## config.mk

```make
export PLATFORM = sky130hd
export DESIGN_NAME = comparator
export DESIGN_NICKNAME = d
export VERILOG_FILES = /design/src/rtl/comparator.sv
export SDC_FILE = /design/constraint.sdc
export NUM_CORES = 1
export LEC_CHECK = 0
export CAP_MARGIN = 10
export CORE_MARGIN = 1
export CORE_UTILIZATION = 25
export CTS_CLUSTER_SIZE = 10
export DETAILED_ROUTE_END_ITERATION = 16
export PLACE_DENSITY = 0.81
export SLEW_MARGIN = 30
export SYNTH_ARGS = -nofsm -noshare
export SYNTH_HDL_FRONTEND = slang
export SYNTH_SLANG_ARGS = --single-unit
```

## constraint.sdc

```tcl
create_clock -name clk -period 0.8 [get_ports clk]
set_input_delay 0.12 -clock clk [delete_from_list [all_inputs] [get_ports clk]]
set_output_delay 0.12 -clock clk [all_outputs]
set_load 0.02 [all_outputs]
```

## src/rtl/comparator.sv

```systemverilog
// comparator: registered MSB-first unsigned magnitude compare with optional saturating result counters.
// Counters are enabled by defining COMPARATOR_STATS_EN; otherwise they read 0 and stats_clr is ignored.
module comparator #(
  parameter int WIDTH = 4,
  parameter int CNT_W = 16
) (
  input  logic             clk,
  input  logic             rst,
  input  logic [WIDTH-1:0] a,
  input  logic [WIDTH-1:0] b,
  input  logic             stats_clr,
  output logic             gt,
  output logic             eg,
  output logic             ut,
  output logic [CNT_W-1:0] gt_cnt,
  output logic [CNT_W-1:0] eq_cnt,
  output logic [CNT_W-1:0] lt_cnt
);
  logic gt_d, eg_d, ut_d, gt_q, eg_q, ut_q;
  // the first differing bit from the top decides; later bits are ignored
  always_comb begin
    gt_d = 1'b0;
    ut_d = 1'b0;
    for (int i = WIDTH - 1; i >= 0; i--) begin
      if (!gt_d && !ut_d) begin
        gt_d = a[i] & ~b[i];
        ut_d = ~a[i] & b[i];
      end
    end
    eg_d = ~(gt_d | ut_d);
  end
  always_ff @(posedge clk or posedge rst) begin
    if (rst) begin
      gt_q <= 1'b0;
      eg_q <= 1'b0;
      ut_q <= 1'b0;
    end else begin
      gt_q <= gt_d;
      eg_q <= eg_d;
      ut_q <= ut_d;
    end
  end
  assign gt = gt_q;
  assign eg = eg_q;
  assign ut = ut_q;
`ifdef COMPARATOR_STATS_EN
  localparam logic [CNT_W-1:0] CNT_MAX = '1;
  logic [CNT_W-1:0] gt_cnt_d, eq_cnt_d, lt_cnt_d, gt_cnt_q, eq_cnt_q, lt_cnt_q;
  always_comb begin
    gt_cnt_d = stats_clr ? '0 : gt_cnt_q + CNT_W'(gt_d && gt_cnt_q != CNT_MAX);
    eq_cnt_d = stats_clr ? '0 : eq_cnt_q + CNT_W'(eg_d && eq_cnt_q != CNT_MAX);
    lt_cnt_d = stats_clr ? '0 : lt_cnt_q + CNT_W'(ut_d && lt_cnt_q != CNT_MAX);
  end
  always_ff @(posedge clk or posedge rst) begin
    if (rst) begin
      gt_cnt_q <= '0;
      eq_cnt_q <= '0;
      lt_cnt_q <= '0;
    end else begin
      gt_cnt_q <= gt_cnt_d;
      eq_cnt_q <= eq_cnt_d;
      lt_cnt_q <= lt_cnt_d;
    end
  end
  assign gt_cnt = gt_cnt_q;
  assign eq_cnt = eq_cnt_q;
  assign lt_cnt = lt_cnt_q;
`else
  logic unused_stats_clr;
  assign unused_stats_clr = stats_clr;
  assign gt_cnt = '0;
  assign eq_cnt = '0;
  assign lt_cnt = '0;
`endif
endmodule

```

==> flow_results.org <==
** Pwr
- The analysis attributes to net switching a power of 384 uW.
- Internal power comes to 483 uW.
- Net switching is 44.3% of the power.
- For this design the static power due to leakage is 0.000367 uW.
- VDD sags by at most 579 uV.
- Combinational power share :: 48.9%
- Clock share of power :: 30.5%
- Ratio of total power to cell area :: 1360 nW/um^2
- Share of power burned in registers :: 20.6%

** Global routing
- Overall routing resource usage :: 4.53%
- Entering global routing, the biggest net connects 5 pins.
- The total overflow left after global routing is 0.
- The via count of the first global-routing pass is 215.
- Number of antenna violations at the first check in global routing :: 0
- First-pass GRT wire length :: 807 um

** Worst setup path
- CP Buf/Inv Count :: 1
- The worst setup path is launched from a flip-flop.
- The worst setup path is captured at an output port.
- Worst path arrival time :: 720 ps
- Slowest cell delay on critical path :: 360 ps
- CP top delay family :: flip-flops
- The largest individual stage delay along the critical path comes from the cell sky130_fd_sc_hd__dfrtp_1.
- In this run the worst path has a maximum fanout of 1.
- Start-to-end type of the worst setup path :: reg -> out
- The critical path goes through buf_6.
- Data on the critical path is required at its endpoint by 680 ps.

** Synth
- After Yosys synthesis, and, or, nand and nor cells account for 6.38% of the synthesized area.
- In this run the biggest area consumer among cell types represents 61.3% of the synthesized area.
- Ranked by total cell area, the synthesized netlist is headed by sky130_fd_sc_hd__buf_4, sky130_fd_sc_hd__dfrtp_1, sky130_fd_sc_hd__inv_1.
- After Yosys synthesis, XOR and XNOR cells account for 1.49% of the synthesized area.
- Counting distinct cell types in the post-synthesis netlist gives 15.
- In the synthesized netlist, the number of instances is 74.
- After Yosys synthesis, full adders, half adders and majority gates account for 8.09% of the synthesized area.
- Mux share of post-synthesis cell area :: 0%
- sky130_fd_sc_hd__buf_4 takes more of the synthesized area than any other cell.
- Summing the areas of all compound-gate instances in the mapped netlist gives 4.89% of the synthesized area.
- Count of yosys warnings during synthesis :: 0
- Netlist area before placement :: 588 um^2
- After synthesis the netlist holds a flip-flop and latch count of 3.
- Mean instance size in the synthesized netlist :: 7.95 um^2
- Largest family of logic cells by synthesized area :: buffers and inverters
- For this run, the register share of the synthesized area comes to 12.8%.

** Timing
- Number of hold violations in the final report :: 0
- The final critical path takes up 105% of the cycle.
- On the final layout, the worst hold slack is 55.1 ps.
- Clock period minus worst slack :: 843 ps
- For this run, the top clock speed supported by timing is 1190 MHz.
- The max-slew violation count came to 0.
- Setup repair after global routing missed its margin :: yes
- Final Setup Violations :: 3
- Once routing completed, OpenROAD measured the worst setup slack at -42.9 ps.

** Outcome
- Violated checks :: negative setup slack
- The flow ran to the end, but the final reports show violations.

** Clock tree
- Hold-fix buffers, CTS :: 0
- TritonCTS built the clock tree.
- Clock sink count :: 3
- H-tree depth :: 1
- After clock tree synthesis, the clock-pin slew on the worst setup and hold paths is 40 ps.
- Counting the buffers created by CTS gives 3.
- Clock Tree Buf Depth :: 2
- Root buffer cell :: sky130_fd_sc_hd__clkbuf_4

** Route
- Signal routing reaches up to met3.
- Vias per cell :: 2.83
- For this block, the via count after detailed routing is 334.
- The routed design has 663 um of wire.
- DRT met1 WL :: 219 um
- Average detailed-routed wire length per instance :: 5.62 um
- In this run, the number of DRC markers left after iteration 0 of detailed routing was 1.
- In the detailed route, the total length drawn on met3 is 91 um.
- Met2 WL post-DR :: 352 um
- Once detail routing completed, the nets flagged for antenna violations numbered 0.
- DRC :: 0
- The first TritonRoute pass finished after 3 iterations.

** Placed design
- Quantity of I/O buffers inserted on ports :: 12
- Prior to clock tree synthesis, the placed netlist has a worst setup slack of -610 ps.
- After detailed placement, the total cell area comes to 574 um^2.
- The wire-length estimate of the detail-placed layout is 526 um.
- Final RePlAce weighted congestion :: 0.581

** Final layout
- Layout overhead on the synthesized area :: 8.30%
- Number of nets in the final layout :: 104
- Fin area :: 637 um^2
- Of the cells placed in the final design, the portion with a size suffix greater than 1 is 22.2%.
- ANT cells :: 0

** Floorplan
- Rows :: 17
- The die is 50.5 um wide.
- Effective utilization at floorplan :: 26.6%
- Chip Height :: 50.5 um
- The die covers 2550 um^2.
- Num ports :: 62
- The total area inside the core boundary comes to 2210 um^2.

** Worst hold path
- The min-delay analysis places its worst path in the category in -> async.

** Flow run
- Across the run, the number of max-cap violations was 0.
-- power groups by stage --
stage	logic [uW]	registers, uW	clock network, uW
detailed placement	388	176	0
global route	461	179	296
CTS	397	179	284
floorplan	444	202	0
global placement	384	177	0
finish	424	178	265
-- layout by cell type (no fill, tap or decap), types with 2 or more instances in the layout --
cell type | synthesis | routed
sky130_fd_sc_hd__buf_4 | 48 | 2
sky130_fd_sc_hd__buf_6 | 0 | 3
sky130_fd_sc_hd__clkbuf_4 | 0 | 3
sky130_fd_sc_hd__conb_1 | 1 | 48
sky130_fd_sc_hd__dfrtp_1 | 3 | 3
sky130_fd_sc_hd__dlygate4sd2_1 | 0 | 4
sky130_fd_sc_hd__inv_1 | 7 | 6
sky130_fd_sc_hd__maj3_2 | 2 | 2
sky130_fd_sc_hd__nand2b_4 | 0 | 2
sky130_fd_sc_hd__nand3b_1 | 2 | 2
-- state kept, by name, indices dropped and copies added, names as in the netlist --
register and count:
eg 1, gt 1, ut 1
-- kinds of logic after synthesis --
kind of cell,Yosys count
AO/OA/AOI/OAI,4
XOR/XNOR,1
adder cells (fa/ha/maj),4
buffers and inverters,55
flip-flops,3
other,1
AND/OR/NAND/NOR,6
-- timing repair --
| action | in CTS | in global routing |
|---|---|---|
| endpoints found under the setup margin | 6 | 6 |
| pin swaps | 2 | 4 |
| buffers inserted | 0 | 1 |
| hold endpoints to repair | 0 | 0 |
| resized for setup | 36 | 7 |
-- worst max path at each step --
stage               startpoint  end  slack, ps  depth (start not counted)
floorplan                 b[3]   ut          7                          4
global placement          a[3]   ut       -600                          6
detailed placement        a[3]   ut       -610                          6
CTS                         gt   gt        -60                          1
global route                ut   ut        -70                          1
finish                      gt   gt        -40                          1
-- Yosys cell counts --
cell type                  instances
sky130_fd_sc_hd__inv_1             7
sky130_fd_sc_hd__nand3b_1          2
sky130_fd_sc_hd__nand3_1           1
sky130_fd_sc_hd__buf_4            48
sky130_fd_sc_hd__conb_1            1
sky130_fd_sc_hd__o21bai_1          1
sky130_fd_sc_hd__ha_1              2
sky130_fd_sc_hd__xnor2_1           1
sky130_fd_sc_hd__maj3_2            2
sky130_fd_sc_hd__nor3_1            1
sky130_fd_sc_hd__o21bai_2          1
sky130_fd_sc_hd__o21ai_1           1
sky130_fd_sc_hd__o21ai_0           1
sky130_fd_sc_hd__dfrtp_1           3
sky130_fd_sc_hd__nand2b_1          2
-- layout make-up --
type                    count  area [um^2]
fillers                   259         1580
multi-input cells          63          358
repair buffers             13          114
flip-flops and latches      3         75.1
well taps                  28         35.0
inverters                   7         28.8
clock buffers               4         26.3
-- through the flow --
step / cells / power [uW] / utilization, % / setup TNS [ps]
after floorplan: 121 / 646 / - / 0
after global placement: 113 / 561 / 26.0 / -2420
after detailed placement: 113 / 565 / 26.0 / -2450
after CTS: 117 / 859 / 27.9 / -161
after global routing: 118 / 936 / 28.8 / -229
final: 118 / 867 / 28.8 / -121
-- routing by layer --
metal,vias up,global-route usage (%)
met5,-,0
met4,0,4.17
met3,0,1.82
met2,32,6.67
met1,140,4.90
li1,162,-
(Power assumes the default switching activity.)
